`src/rtl/ma_pkg.sv`:
```
// Shared types for the dictionary command sequencer and the dictionary itself.
// Command codes double as dictionary response codes.
package ma_pkg;

  localparam int MA_DATA_W = 80;
  localparam int MA_IDX_W  = 8;
  localparam int MA_DEPTH  = 256;

  typedef enum logic [1:0] {
    CMD_NOP    = 2'd0,
    CMD_COMP   = 2'd1,
    CMD_DECOMP = 2'd2,
    CMD_ERR    = 2'd3
  } cmd_e;

  typedef enum logic [1:0] {
    ST_OK_COMP   = 2'd0,
    ST_OK_DECOMP = 2'd1,
    ST_ERR       = 2'd2,
    ST_TIMEOUT   = 2'd3
  } status_e;

  typedef enum logic [1:0] {
    SQ_IDLE  = 2'd0,
    SQ_ISSUE = 2'd1,
    SQ_WAIT  = 2'd2,
    SQ_HOLD  = 2'd3
  } state_e;

  // Non-zero response codes only; a code that does not match the op is an error.
  function automatic status_e classify_rsp(input logic op, input logic [1:0] resp);
    if (!op && resp == CMD_COMP) return ST_OK_COMP;
    if (op && resp == CMD_DECOMP) return ST_OK_DECOMP;
    return ST_ERR;
  endfunction

endpackage

```
`src/rtl/ma_sat_counter.sv`:
```
// Saturating up-counter: sticks at all-ones instead of wrapping.
module ma_sat_counter #(
  parameter int W = 16
) (
  input  logic         clk_i,
  input  logic         rst_i,
  input  logic         inc_i,
  output logic [W-1:0] count_o
);

  logic [W-1:0] count_q;

  always_ff @(posedge clk_i or posedge rst_i) begin
    if (rst_i) begin
      count_q <= '0;
    end else if (inc_i && (count_q != '1)) begin
      count_q <= count_q + 1'b1;
    end
  end

  assign count_o = count_q;

endmodule

```
`src/rtl/ma_cmd_sequencer.sv`:
```
// Sequences compress/decompress requests onto the dictionary command port,
// classifies the reply and returns it over a valid/ready result stream.
module ma_cmd_sequencer
  import ma_pkg::*;
#(
  parameter int DATA_W  = MA_DATA_W,
  parameter int IDX_W   = MA_IDX_W,
  parameter int TIMEOUT = 4,
  parameter int CNT_W   = 16
) (
  input  logic              clk,
  input  logic              reset,
  input  logic              req_valid,
  output logic              req_ready,
  input  logic              req_op,
  input  logic [DATA_W-1:0] req_data,
  input  logic [IDX_W-1:0]  req_index,
  output logic [1:0]        dict_command,
  output logic [DATA_W-1:0] dict_data_in,
  output logic [IDX_W-1:0]  dict_compressed_in,
  input  logic [IDX_W-1:0]  dict_compressed_out,
  input  logic [DATA_W-1:0] dict_decompressed_out,
  input  logic [1:0]        dict_response,
  output logic              rsp_valid,
  input  logic              rsp_ready,
  output logic [1:0]        rsp_status,
  output logic [IDX_W-1:0]  rsp_index,
  output logic [DATA_W-1:0] rsp_data,
  output logic              busy,
  output logic [CNT_W-1:0]  cnt_comp,
  output logic [CNT_W-1:0]  cnt_decomp,
  output logic [CNT_W-1:0]  cnt_err,
  output logic [1:0]        dbg_state
);

  // Both streams are valid/ready: a transfer happens on a rising edge where
  // valid && ready; the source holds its payload stable until that edge.

  localparam logic [1:0] S_IDLE  = SQ_IDLE;
  localparam logic [1:0] S_ISSUE = SQ_ISSUE;
  localparam logic [1:0] S_WAIT  = SQ_WAIT;
  localparam logic [1:0] S_HOLD  = SQ_HOLD;

  localparam int TMR_W = (TIMEOUT > 1) ? $clog2(TIMEOUT) : 1;
  localparam logic [TMR_W-1:0] TMR_LAST = TMR_W'(TIMEOUT - 1);

  logic [1:0]        state_q, state_d;
  logic              en_q;
  logic              op_q, op_d;
  logic [DATA_W-1:0] data_q, data_d;
  logic [IDX_W-1:0]  idx_q, idx_d;
  logic [TMR_W-1:0]  timer_q, timer_d;
  logic [1:0]        status_q, status_d;
  logic [IDX_W-1:0]  rsp_idx_q, rsp_idx_d;
  logic [DATA_W-1:0] rsp_data_q, rsp_data_d;
  logic              capture;

  always_comb begin
    state_d    = state_q;
    op_d       = op_q;
    data_d     = data_q;
    idx_d      = idx_q;
    timer_d    = timer_q;
    status_d   = status_q;
    rsp_idx_d  = rsp_idx_q;
    rsp_data_d = rsp_data_q;
    capture    = 1'b0;
    case (state_q)
      S_IDLE: begin
        if (en_q && req_valid) begin
          op_d    = req_op;
          data_d  = req_data;
          idx_d   = req_index;
          state_d = S_ISSUE;
        end
      end
      S_ISSUE: begin
        timer_d = '0;
        state_d = S_WAIT;
      end
      S_WAIT: begin
        if (dict_response != CMD_NOP) begin
          capture    = 1'b1;
          status_d   = classify_rsp(op_q, dict_response);
          rsp_idx_d  = (status_d == ST_OK_COMP) ? dict_compressed_out : '0;
          rsp_data_d = (status_d == ST_OK_DECOMP) ? dict_decompressed_out : '0;
        end else if (timer_q == TMR_LAST) begin
          capture    = 1'b1;
          status_d   = ST_TIMEOUT;
          rsp_idx_d  = '0;
          rsp_data_d = '0;
        end else begin
          timer_d = timer_q + 1'b1;
        end
        if (capture) state_d = S_HOLD;
      end
      S_HOLD: begin
        if (rsp_ready) state_d = S_IDLE;
      end
      default: state_d = S_IDLE;
    endcase
  end

  always_ff @(posedge clk or posedge reset) begin
    if (reset) begin
      state_q    <= S_IDLE;
      en_q       <= 1'b0;
      op_q       <= 1'b0;
      data_q     <= '0;
      idx_q      <= '0;
      timer_q    <= '0;
      status_q   <= '0;
      rsp_idx_q  <= '0;
      rsp_data_q <= '0;
    end else begin
      state_q    <= state_d;
      en_q       <= 1'b1;
      op_q       <= op_d;
      data_q     <= data_d;
      idx_q      <= idx_d;
      timer_q    <= timer_d;
      status_q   <= status_d;
      rsp_idx_q  <= rsp_idx_d;
      rsp_data_q <= rsp_data_d;
    end
  end

  // en_q keeps req_ready low while reset is held, without a reset-to-output path.
  assign req_ready          = en_q && (state_q == S_IDLE);
  assign busy               = (state_q != S_IDLE);
  assign rsp_valid          = (state_q == S_HOLD);
  assign dict_command       = (state_q == S_ISSUE) ? (op_q ? CMD_DECOMP : CMD_COMP) : CMD_NOP;
  assign dict_data_in       = data_q;
  assign dict_compressed_in = idx_q;
  assign rsp_status         = status_q;
  assign rsp_index          = rsp_idx_q;
  assign rsp_data           = rsp_data_q;
  assign dbg_state          = state_q;

  ma_sat_counter #(.W(CNT_W)) u_cnt_comp (
    .clk_i   (clk),
    .rst_i   (reset),
    .inc_i   (capture && (status_d == ST_OK_COMP)),
    .count_o (cnt_comp)
  );

  ma_sat_counter #(.W(CNT_W)) u_cnt_decomp (
    .clk_i   (clk),
    .rst_i   (reset),
    .inc_i   (capture && (status_d == ST_OK_DECOMP)),
    .count_o (cnt_decomp)
  );

  ma_sat_counter #(.W(CNT_W)) u_cnt_err (
    .clk_i   (clk),
    .rst_i   (reset),
    .inc_i   (capture && ((status_d == ST_ERR) || (status_d == ST_TIMEOUT))),
    .count_o (cnt_err)
  );

endmodule

```
`config.mk`:
```
export PLATFORM = sky130hd
export DESIGN_NAME = ma_cmd_sequencer
export DESIGN_NICKNAME = d
export VERILOG_FILES = /design/src/rtl/ma_pkg.sv /design/src/rtl/ma_sat_counter.sv /design/src/rtl/ma_cmd_sequencer.sv
export SDC_FILE = /design/constraint.sdc
export NUM_CORES = 1
export LEC_CHECK = 0
export ABC_AREA = 1
export ABC_CLOCK_PERIOD_IN_PS = 12500
export CORE_AREA = 2 2 161 163
export DETAILED_ROUTE_END_ITERATION = 6
export DIE_AREA = 0 0 163 165
export GPL_TIMING_DRIVEN = 0
export PLACE_DENSITY = 0.77
export SLEW_MARGIN = 40
export SYNTH_ARGS = -nofsm -noshare
export SYNTH_HDL_FRONTEND = slang
export SYNTH_SLANG_ARGS = --single-unit
export TNS_END_PERCENT = 30
```
`constraint.sdc`:
```
create_clock -name clk -period 12.5 [get_ports clk]
set_clock_uncertainty 0.2 [all_clocks]
set_input_delay 3.125 -clock clk [delete_from_list [all_inputs] [get_ports clk]]
set_output_delay 3.125 -clock clk [all_outputs]
set_load 0.05 [all_outputs]
```
# Yosys cells after proc, flatten, opt, wreduce, memory -nomap -nowiden
# Cells that the tools add are included.
[classes] n_addsub=4 eq_ne=18 reduce_logical=23 n_mux=35
[op_table] cell="$mux 80" count=3
[op_table] cell="$add 16x1->16 const B" count=3
[op_table] cell="$ne 16x16->1 const B" count=3
[op_table] cell="$mux 2" count=16
[op_table] cell="$mux 8" count=3
[op_table] cell="$eq 2x2->1 const B" count=6
[op_table] cell="$mux 1" count=11
[op_table] cell="$logic_and 1x1->1" count=10
[op_table] cell="$eq 2x1->1 const B" count=4
[op_table] cell="$ne 2x2->1 const B" count=4
[op_table] cell="$pmux 2 s4" count=1
[op_table] cell="$reduce_bool 2->1" count=4
[op_table] cell="$logic_not 2->1" count=3
[op_table] cell="$reduce_and 3->1" count=2
[op_table] cell="$pmux 2 s2" count=1
[op_table] cell="$reduce_and 2->1" count=2
[op_table] cell="$add 2x1->2 const B" count=1
[op_table] cell="$ne 2x1->1 const B" count=1
[op_table] cell="$logic_not 1->1" count=1
[op_table] cell="$logic_or 1x1->1" count=1
[totals] in_bits=183 elab_cells=92 regBits=232 output_inout_bits=233

# Longest topological paths before layout
# Gate-level depths: netlist of run 1.
[depth] word_depth=18 mapped_depth=12 mapped_depth_nobuf=10

# Cells and area by module
# From an unflattened synthesis of run 1, not the netlist that was laid out.
[hier_totals] hier_cells=1292 hier_area_um2=10695.3
[modules_own_cells] module="ma_cmd_sequencer" n_inst=1 area_each_um2=7485.9 cells_per_inst=842
[modules_own_cells] module="ma_sat_counter" n_inst=3 area_each_um2=1069.8 cells_per_inst=150

# Least setup slack after synthesis of run 1
# OpenSTA, ideal clock, no wires.
[synth_timing] path_type="register to output" start="register state_q[1], in the netlist dbg_state[1]" end="output port dict_command[0]" arrival_time_ns=1.586 path_stages_with_launch=5 path_slack_ns=7.589 cell_sequence="dfrtp_1 inv_1 ha_1 inv_1 nor2_1"
[synth_between] elab_chain_cells=2
[synth_lines] element="start, declared" line_no="ma_cmd_sequencer.sv:47" source="logic [1:0] state_q, state_d;"
[synth_lines] element="start signal, assigned" line_no="ma_cmd_sequencer.sv:116" source="state_q <= state_d;"
[synth_lines] element="$eq 2x1->1" line_no="ma_cmd_sequencer.sv:132" source="assign dict_command = (state_q == S_ISSUE) ? (op_q ? CMD_DECOMP : CMD_COMP) : CMD_NOP;"
[synth_lines] element="$mux 2" line_no="ma_cmd_sequencer.sv:132"
[synth_lines] element="end, declared" line_no="ma_cmd_sequencer.sv:18" source="output logic [1:0] dict_command,"
# Every way passes these cells.

# Worst setup path in the final report of run 1
# Same ends and word-level chain as after synthesis.

==> metrics.md, run 1 <==
| Metric | Value |
|---|---|
| Status | complete, no violations |
| Mux contribution to synthesized area | 9.747% |
| Setup bufs post-CTS | 0 |
| Avg Vias per Cell | 4.887 |
| Grt total ovfl | 0 |
| Antenna viol nets, final | 0 |
| Initial Util | 41.02% |
| R2r setup slk | 10120 ps |
| Ys async rst share | 100.0% |
| Fin crit period | 5593 ps |
| Vias in the first global route | 8971 |
| Fin Hold WS | 280.1 ps |
| WP data arrival | 2270 ps |
| CTS tree | built |
| Grt met1 use | 27.79% |
| Worst Setup Start Kind | flip-flop |
| Largest family of logic cells by synthesized area | simple AND/OR/NAND/NOR gates |
| Max Clock Freq | 178.8 MHz |
| Synth Register Bits | 232 |
| RSZ-0062 raised after global routing | no |
| Via count | 9046 |
| Fin nets | 1695 |
| Die X | 163 um |
| Post-synthesis adder-cell area fraction | 0.9747% |
| Compound-Gate Fraction of Synth Area | 5.007% |
| Switch share | 46.98% |
| PD cells | 265.8 mW/mm^2 |
| Yosys warnings | 0 |
| CTS Hold Bufs | 0 |
| Clock power frac | 17.7% |
| Max rail drop VDD | 174.1 uV |
| Synth Area in Simple Gates | 20.63% |
| CP dominant cell by count | inv_1 |
| XOR/XNOR share of the synthesized area | 2.814% |
| Netlist cell types | 33 |
| Synthesized area | 0.01027 mm^2 |
| Worst setup EP type | output pin |
| TNS Setup | 0 ps |
| Post-CTS Resized | 0 |
| Worst endpoint required time | 9170 ps |
| Clk Latency, worst-skew pair | 520 ps |
| Area Overhead vs Synth | 53.24% |
| Wire per inst | 16.66 um |
| Hpwl dp | 23650 um |
| First-pass GRT wire length | 47760 um |
| M3 GR Usage | 5.274% |
| Pint | 2217 uW |
| Drt pass-1 iters | 4 |
| DR iter-0 viols | 551 |
| Crit path cell chain | inv_1 -> ha_1 -> inv_1 -> nor2_1 -> clkdlybuf4s50_1 |
| Worst slew pin tran | 589.0 ps |
| Fill cells | 2037 |
| Layout cells sized above 1 | 12.63% |
| Boundary Pins | 416 |
| CP peak stage delay | 830 ps |
| TritonCTS Buffers | 26 |
| Final Wtd Congestion | 0.8992 |
| CTS Buffer Depth | 3 |
| GR peak layer | met2 |
| Total core area | 0.02504 mm^2 |
| Max-cap violations | 0 |
| Rows | 58 |
| Clock root cell | clkbuf_16 |
| EDFF count, synth | 0 |
| H-tree Lvls | 1 |
| Mapped Nets | 1249 |
| Mean Syn Cell Area | 9.707 um^2 |
| Slowest CP cell | clkdlybuf4s50_1 |
| # port buffers | 415 |
| Share of power burned in combinational logic | 53.6% |
| Final WL | 30840 um |
| Largest net degree at the start of global routing | 70 |
| Seq pwr share | 28.6% |
| Initial antenna violation count | 0 |
| Hold crit path type | flip-flop to flip-flop |
| Full die area | 0.02690 mm^2 |
| Final Slew Violations | 0 |
| Hold Vio Cnt, Final | 0 |
| # DRC | 0 |
| Setup Crit Path Kind | flip-flop to output pin |
| Switch Pwr | 1965 uW |
| Fin crit share | 44.74% |
| Synthesized instance count | 1058 |
| Rel. slew slack | 60.61% |
| M2 GR Usage | 37.89% |
| Sink Count | 232 |
| Main synth FF type | dfrtp_1 |
| # setup viols final | 0 |
| Sequential fraction of the synthesis area | 56.53% |
| GRT Util Overall | 22.38% |
| Die Ht | 165 um |
| Worst-path clk slew | 60 ps |
| CP max FO | 4 |
| Leakage power total | 0.006812 uW |
==> cell usage in the layout, fill, tap and decap left out, types with 2 or more instances in the layout <==
cell and n:
inv_2 5, clkdlybuf4s50_1 415, buf_2 17, nand3_2 2
buf_16 2, mux2_2 88, clkbuf_16 27, nand3_4 2
inv_1 44, clkbuf_1 25, nor2_1 42, bufinv_16 2
clkinv_2 8, nor3_1 7, o21ai_0 98, xnor2_1 18
nand2_2 12, nand2_4 3, buf_6 6, nand2_1 353
nand4_1 8, xor2_1 15, ha_1 8, nor3_2 2
dfrtp_1 232, nand3_1 57, nor2_4 2, a21oi_1 3
nor2_2 4
==> through the flow <==
stage	worst slack, ps	cells	util (%)	cell area [um^2]	total power [uW]
CTS	6869	1850	62.85	15740	4222
global route	6784	1850	62.85	15740	4375
floorplan	2814	1058	-	10270	2631
detailed placement	7260	1806	59.59	14920	3463
global placement	-304.5	1803	59.26	14840	3426
finish	6907	1851	62.86	15740	4182
==> power groups by stage <==
stage               clock, uW  sequential, uW  combinational, uW
finish                    741            1200               2240
floorplan                   0            2140                490
CTS                       761            1200               2260
global route              793            1230               2350
global placement            0            1190               2230
detailed placement          0            1210               2260
==> flip-flops by register name (all words and copies together), names as in the netlist <==
| signal | cells |
|---|---|
| u_cnt_err.count_o | 16 |
| op_q | 1 |
| timer_q | 2 |
| u_cnt_comp.count_o | 16 |
| dict_data_in | 80 |
| en_q | 1 |
| rsp_status | 2 |
| rsp_data | 80 |
| u_cnt_decomp.count_o | 16 |
| dbg_state | 2 |
| rsp_index | 8 |
| dict_compressed_in | 8 |
==> layout make-up <==
type	count	area, um^2	share of cell area [%]
clock buffers	33	708.2	4.500
well taps	330	412.9	2.624
repair buffers	418	4229	26.87
multi-input cells	730	4026	25.58
diodes	1	2.502	0.01590
plain buffers	44	235.2	1.495
clock inverters	11	107.6	0.6837
inverters	52	210.2	1.336
flip-flops and latches	232	5806	36.89
==> final timing paths <==
path	startpoint	to	cells after the start
max	dbg_state[1]	dict_command[0]	5
min	timer_q[0]	timer_q[0]	1
max reg2reg	dbg_state[0]	u_cnt_comp.count_o[0]	9
min reg2reg	timer_q[0]	timer_q[0]	1
max in group asynchronous	reset	dict_data_in[63]	4
min in group asynchronous	reset	rsp_data[49]	2
==> synthesized netlist by cell type (2+ instances only) <==
master / count / share of area [%]
buf_6: 6 / 0.66
xor2_1: 15 / 1.3
inv_2: 5 / 0.18
xnor2_1: 18 / 1.5
a21oi_1: 3 / 0.15
buf_2: 17 / 0.83
nand3_2: 2 / 0.19
inv_1: 45 / 1.6
clkbuf_1: 20 / 0.73
nand4_1: 8 / 0.49
ha_1: 8 / 0.97
nor3_1: 7 / 0.34
nand2_4: 3 / 0.33
nor2_2: 4 / 0.24
dfrtp_1: 232 / 57
o21ai_0: 98 / 4.8
mux2_2: 88 / 9.6
nand2_2: 12 / 0.73
nor2_4: 2 / 0.22
nor2_1: 42 / 1.5
nand3_1: 57 / 2.8
nand2_1: 353 / 13
nand3_4: 2 / 0.34
nor3_2: 2 / 0.19
==> cell families after synthesis <==
family	count (synthesis)
flip-flops	232
AND/OR/NAND/NOR	497
XOR/XNOR	33
adder cells (fa/ha/maj)	8
AO/OA/AOI/OAI	102
other	1
multiplexers	89
buffers and inverters	96
==> critical path: cells and delay by family, from the launching register on <==
kind | cells | cell delay [ps]
and+or+nand+nor | 1 | 100
buffers and inverters | 3 | 1050
DFF | 1 | 420
adders and majority gates | 1 | 170
==> routing by layer <==
| layer | vias to the layer above | routed length [um] |
|---|---|---|
| met2 | 307 | 15240 |
| li1 | 4314 | - |
| met1 | 4350 | 12270 |
| met5 | - | 0 |
| met4 | 0 | 1203 |
| met3 | 75 | 2130 |
No activity file was read; power rests on OpenSTA's default activity.
==> inputs of run 2 (changes only) <==
ABC_CLOCK_PERIOD_IN_PS = 4700   (was 12500)
CORE_AREA = not set   (was 2 2 161 163)
CORE_MARGIN = 2   (was not set)
CORE_UTILIZATION = 39   (was not set)
DIE_AREA = not set   (was 0 0 163 165)
PLACE_DENSITY = 0.76   (was 0.77)
clock period = 4.7 ns   (was 12.5 ns; I/O delays follow)
==> metrics.md, run 2 (synthesis gave the netlist of run 1 again) <==
| Metric | Value |
|---|---|
| CTS Buffer Depth | 3 |
| Clock root cell | clkbuf_16 |
| WP data arrival | 2270 ps |
| CP dominant cell by count | inv_1 |
| # setup viols final | 0 |
| Final instance area | 0.01600 mm^2 |
| Largest net degree at the start of global routing | 27 |
| Drt pass-1 iters | 5 |
| Max Clock Freq | 274.2 MHz |
| Sink Count | 232 |
| PD cells | 705.5 mW/mm^2 |
| Die Ht | 166.3 um |
| CTS Hold Bufs | 0 |
| Worst slack, placed | 1463 ps |
| Worst endpoint required time | 3320 ps |
| Crit path cell chain | inv_1 -> ha_1 -> nand2_1 -> inv_1 -> clkdlybuf4s50_1 |
| Final core utilization | 61.58% |
| Die X | 166.3 um |
| # port buffers | 415 |
| CP peak stage delay | 850 ps |
| Diode count | 0 |
| First-pass GRT wire length | 49230 um |
| Fin crit share | 77.61% |
| RSZ-0062 raised after global routing | no |
| Most common cell after layout, fill and taps aside | clkdlybuf4s50_1 |
| Worst Setup Start Kind | flip-flop |
| CP max FO | 4 |
| Boundary Pins | 416 |
| Buf/Inv on CP | 3 |
| Setup Crit Path Kind | flip-flop to output pin |
| Fin Hold WS | 280.5 ps |
| GRT Util Overall | 22.17% |
| Area Overhead vs Synth | 55.80% |
| Max rail drop VDD | 703.3 uV |
| Antenna viol nets, final | 0 |
| Fin crit period | 3648 ps |
| CTS tree | built |
| Setup bufs post-CTS | 0 |
| Final Wtd Congestion | 0.8972 |
| Worst slew pin tran | 646.8 ps |
| Grt total ovfl | 0 |
| Rows | 59 |
| Slowest CP cell | clkdlybuf4s50_1 |
| H-tree Lvls | 1 |
| Wire per inst | 16.80 um |
| Final WL | 31330 um |
| Via count | 8999 |
| Hold crit path type | flip-flop to flip-flop |
| Fin nets | 1703 |
| TritonCTS Buffers | 26 |
| Leakage power total | 0.006935 uW |
| Worst setup EP type | output pin |
| Fill cells | 2171 |
| Initial Util | 39.52% |
| Max-cap violations | 0 |
| Vias in the first global route | 8991 |
| CP delay by family, top | buffers and inverters |
| DR iter-0 viols | 435 |
| Final Slew Violations | 0 |
| Post-CTS Resized | 0 |
| Hold Vio Cnt, Final | 0 |
| Avg Vias per Cell | 4.825 |
| Full die area | 0.02765 mm^2 |
| Initial antenna violation count | 1 |
| # DRC | 0 |
| Final worst slack | 1052 ps |
| Total core area | 0.02598 mm^2 |
| Rel. slew slack | 56.75% |
| Worst-path clk slew | 60 ps |
| Hpwl dp | 24290 um |
| Status | complete, no violations |
| Most frequent cells in the layout | 415 x clkdlybuf4s50_1, 353 x nand2_1, 232 x dfrtp_1 |
| Layout cells sized above 1 | 13.33% |
| Clk Latency, worst-skew pair | 520 ps |
| Cell Area, Placed | 0.01510 mm^2 |
-- run 2: cell count changes in the layout (fill, tap and decap cells not counted) --
cell and delta:
clkinv_2 -3, inv_8 -1, buf_16 +3, clkbuf_1 -2, diode_2 -1, buf_12 +5, clkbuf_8 +8
-- run 2: area by class of cell --
class / instances / area, um^2 / area share [%]
Clock buffer: 39 / 810.8 / 5.067
Tap cell: 335 / 419.2 / 2.620
Timing Repair Buffer: 426 / 4412 / 27.57
Inverter: 52 / 206.4 / 1.290
Sequential cell: 232 / 5806 / 36.28
Clock inverter: 7 / 85.08 / 0.5318
Buffer: 44 / 235.2 / 1.470
Multi-Input combinational cell: 730 / 4026 / 25.16
-- run 2: power breakdown --
| part | switching, uW | total (uW) | internal (uW) |
|---|---|---|---|
| Combinational | 3980 | 6000 | 2010 |
| Sequential | 460 | 3190 | 2730 |
| Clock | 809 | 2100 | 1290 |
| Total | 5250 | 11300 | 6040 |
-- run 2: worst min-delay path, stage by stage, from the launching register on --
cell	delay (ps)
dfrtp_1	340
nand2_1	50
o21ai_0	60
-- run 2: final timing paths --
| kind | startpoint | endpoint | slack [ps] | cells past startpoint |
|---|---|---|---|---|
| max reg2reg | dbg_state[0] | dict_data_in[79] | 2450 | 7 |
| min in group asynchronous | reset | dict_data_in[71] | 750 | 2 |
| max in group asynchronous | reset | rsp_data[73] | 2400 | 7 |
| min reg2reg | rsp_index[6] | rsp_index[6] | 280 | 2 |
| min | rsp_index[6] | rsp_index[6] | 280 | 2 |
| max | dbg_state[0] | req_ready | 1050 | 5 |
-- run 2: per-layer routing --
metal / vias up / share of wire, % / global-route usage [%]
met2: 270 / 49 / 37.83
li1: 4330 / - / -
met1: 4321 / 41 / 27.43
met4: 2 / 4.0 / 8.883
met5: - / 0.029 / 0
met3: 76 / 5.9 / 4.886
-- run 2: metrics by stage --
| stage | power (uW) | instances | setup TNS (ps) |
|---|---|---|---|
| 3_3_place_gp | 9120 | 1808 | -356730 |
| 6_report | 11290 | 1865 | 0 |
| 4_1_cts | 11400 | 1865 | 0 |
| 3_5_place_dp | 9240 | 1819 | 0 |
| 2_1_floorplan | 6998 | 1058 | 0 |
| 5_1_grt | 11780 | 1865 | 0 |
==> inputs of run 3 (changes only) <==
ABC_CLOCK_PERIOD_IN_PS = 3800   (was 4700)
CORE_AREA = 2 2 161 163   (was not set)
CORE_MARGIN = not set   (was 2)
CORE_UTILIZATION = not set   (was 39)
DIE_AREA = 0 0 163 165   (was not set)
PLACE_DENSITY = 0.77   (was 0.76)
clock period = 3.8 ns   (was 4.7 ns; I/O delays follow)
==> metrics.md, run 3 (synthesis gave the netlist of run 1 again) <==
| Metric | Value |
|---|---|
| Sink Count | 232 |
| Setup bufs post-CTS | 0 |
| TritonCTS Buffers | 27 |
| Worst slew pin tran | 622.8 ps |
| Final worst slack | 333.8 ps |
| Cell Area, Placed | 0.01510 mm^2 |
| Fin crit period | 3466 ps |
| Setup Crit Path Kind | flip-flop to output pin |
| Design Power | 13920 uW |
| CTS tree | built |
| Grt total ovfl | 0 |
| Fin crit share | 91.22% |
| Wire per inst | 16.73 um |
| Worst setup EP type | output pin |
| Most common cell after layout, fill and taps aside | clkdlybuf4s50_1 |
| Drt pass-1 iters | 5 |
| H-tree Lvls | 1 |
| Clock root cell | clkbuf_16 |
| # port buffers | 415 |
| Worst slack, placed | 781.0 ps |
| # setup viols final | 0 |
| Rel. slew slack | 58.35% |
| Via count | 9116 |
| Initial antenna violation count | 0 |
| Dpl cells | 1814 |
| Largest net degree at the start of global routing | 26 |
| Worst Setup Start Kind | flip-flop |
| Hold crit path type | flip-flop to flip-flop |
| Post-CTS Resized | 0 |
| Final Wtd Congestion | 0.8933 |
| Final Slew Violations | 0 |
| RSZ-0062 raised after global routing | no |
| Hpwl dp | 23860 um |
| Final Non-Filler Cells | 1864 |
| Boundary Pins | 416 |
| Final WL | 31190 um |
| Clk Latency, worst-skew pair | 530 ps |
| First-pass GRT wire length | 48690 um |
| Max rail drop VDD | 624.5 uV |
| CTS Buffer Depth | 3 |
| Initial Util | 41.02% |
| Worst-path clk slew | 60 ps |
| Area Overhead vs Synth | 55.70% |
| Worst endpoint required time | 2650 ps |
| Die Ht | 165 um |
| Diode count | 0 |
| GRT Util Overall | 22.76% |
| Full die area | 0.02690 mm^2 |
| DR iter-0 viols | 496 |
| Leakage power total | 0.006928 uW |
| Status | complete, no violations |
| Hold Vio Cnt, Final | 0 |
| Fin nets | 1704 |
| TNS Setup | 0 ps |
| Most frequent cells in the layout | 415 x clkdlybuf4s50_1, 353 x nand2_1, 232 x dfrtp_1 |
| Final instance area | 0.01599 mm^2 |
| Fill cells | 2063 |
| # DRC | 0 |
| CP max FO | 4 |
| Max-cap violations | 0 |
| Max Clock Freq | 288.5 MHz |
| Die X | 163 um |
| Total core area | 0.02504 mm^2 |
| PD cells | 870.8 mW/mm^2 |
| Layout cells sized above 1 | 13.30% |
| Antenna viol nets, final | 0 |
| Avg Vias per Cell | 4.891 |
| Rows | 58 |
| WP data arrival | 2320 ps |
| CTS Hold Bufs | 0 |
| Vias in the first global route | 9207 |
## run 3: changes by cell type in the layout (fill, tap and decap cells not counted)
cell,previous run,this run
bufinv_16,2,1
clkinv_4,1,3
clkbuf_1,23,27
clkinv_2,5,3
clkbuf_8,9,8
inv_6,0,2
## run 3: cell type report
| cell class | count | area (um^2) | share of cell area, % |
|---|---|---|---|
| Multi-Input combinational cell | 730 | 4026 | 25.18 |
| Buffer | 44 | 235.2 | 1.471 |
| Sequential cell | 232 | 5806 | 36.31 |
| Tap cell | 330 | 412.9 | 2.582 |
| Clock buffer | 42 | 812.0 | 5.078 |
| Clock inverter | 8 | 80.08 | 0.5008 |
| Inverter | 52 | 206.4 | 1.291 |
| Timing Repair Buffer | 426 | 4412 | 27.59 |
## run 3: layer usage
layer	up-vias	share of wire, %	global-route usage (%)
li1	4336	-	-
met1	4370	38	26.69
met2	332	51	40.39
met3	78	6.8	5.475
met4	0	4.0	8.769
met5	-	0	0
## run 3: report_power, final
group / switching [uW] / internal, uW
logic: 4910 / 2490
clock network: 1040 / 1540
registers: 570 / 3380
## run 3: critical path, cell delays in order (launching register included)
cell,delay (ps)
dfrtp_1,450
inv_1,120
ha_1,170
inv_1,50
nor2_1,90
clkdlybuf4s50_1,890
## run 3: through the flow
stage	utilization, %	hold slack, ps
after global routing	63.87	299.4
after global placement	59.28	265.9
after detailed placement	60.30	271.8
final	63.87	281.7
after floorplan	-	256.9
after CTS	63.87	286.3
## run 3: worst paths after layout
check                             start               endpoint  slack, ps  cells past startpoint
min reg2reg                rsp_data[19]           rsp_data[19]        280                      2
min                        rsp_data[19]           rsp_data[19]        280                      2
max reg2reg                dbg_state[0]  u_cnt_comp.count_o[1]       1490                      9
min in group asynchronous         reset           rsp_data[10]        570                      2
max                        dbg_state[1]        dict_command[0]        330                      5
max in group asynchronous         reset           rsp_data[51]       1820                      6
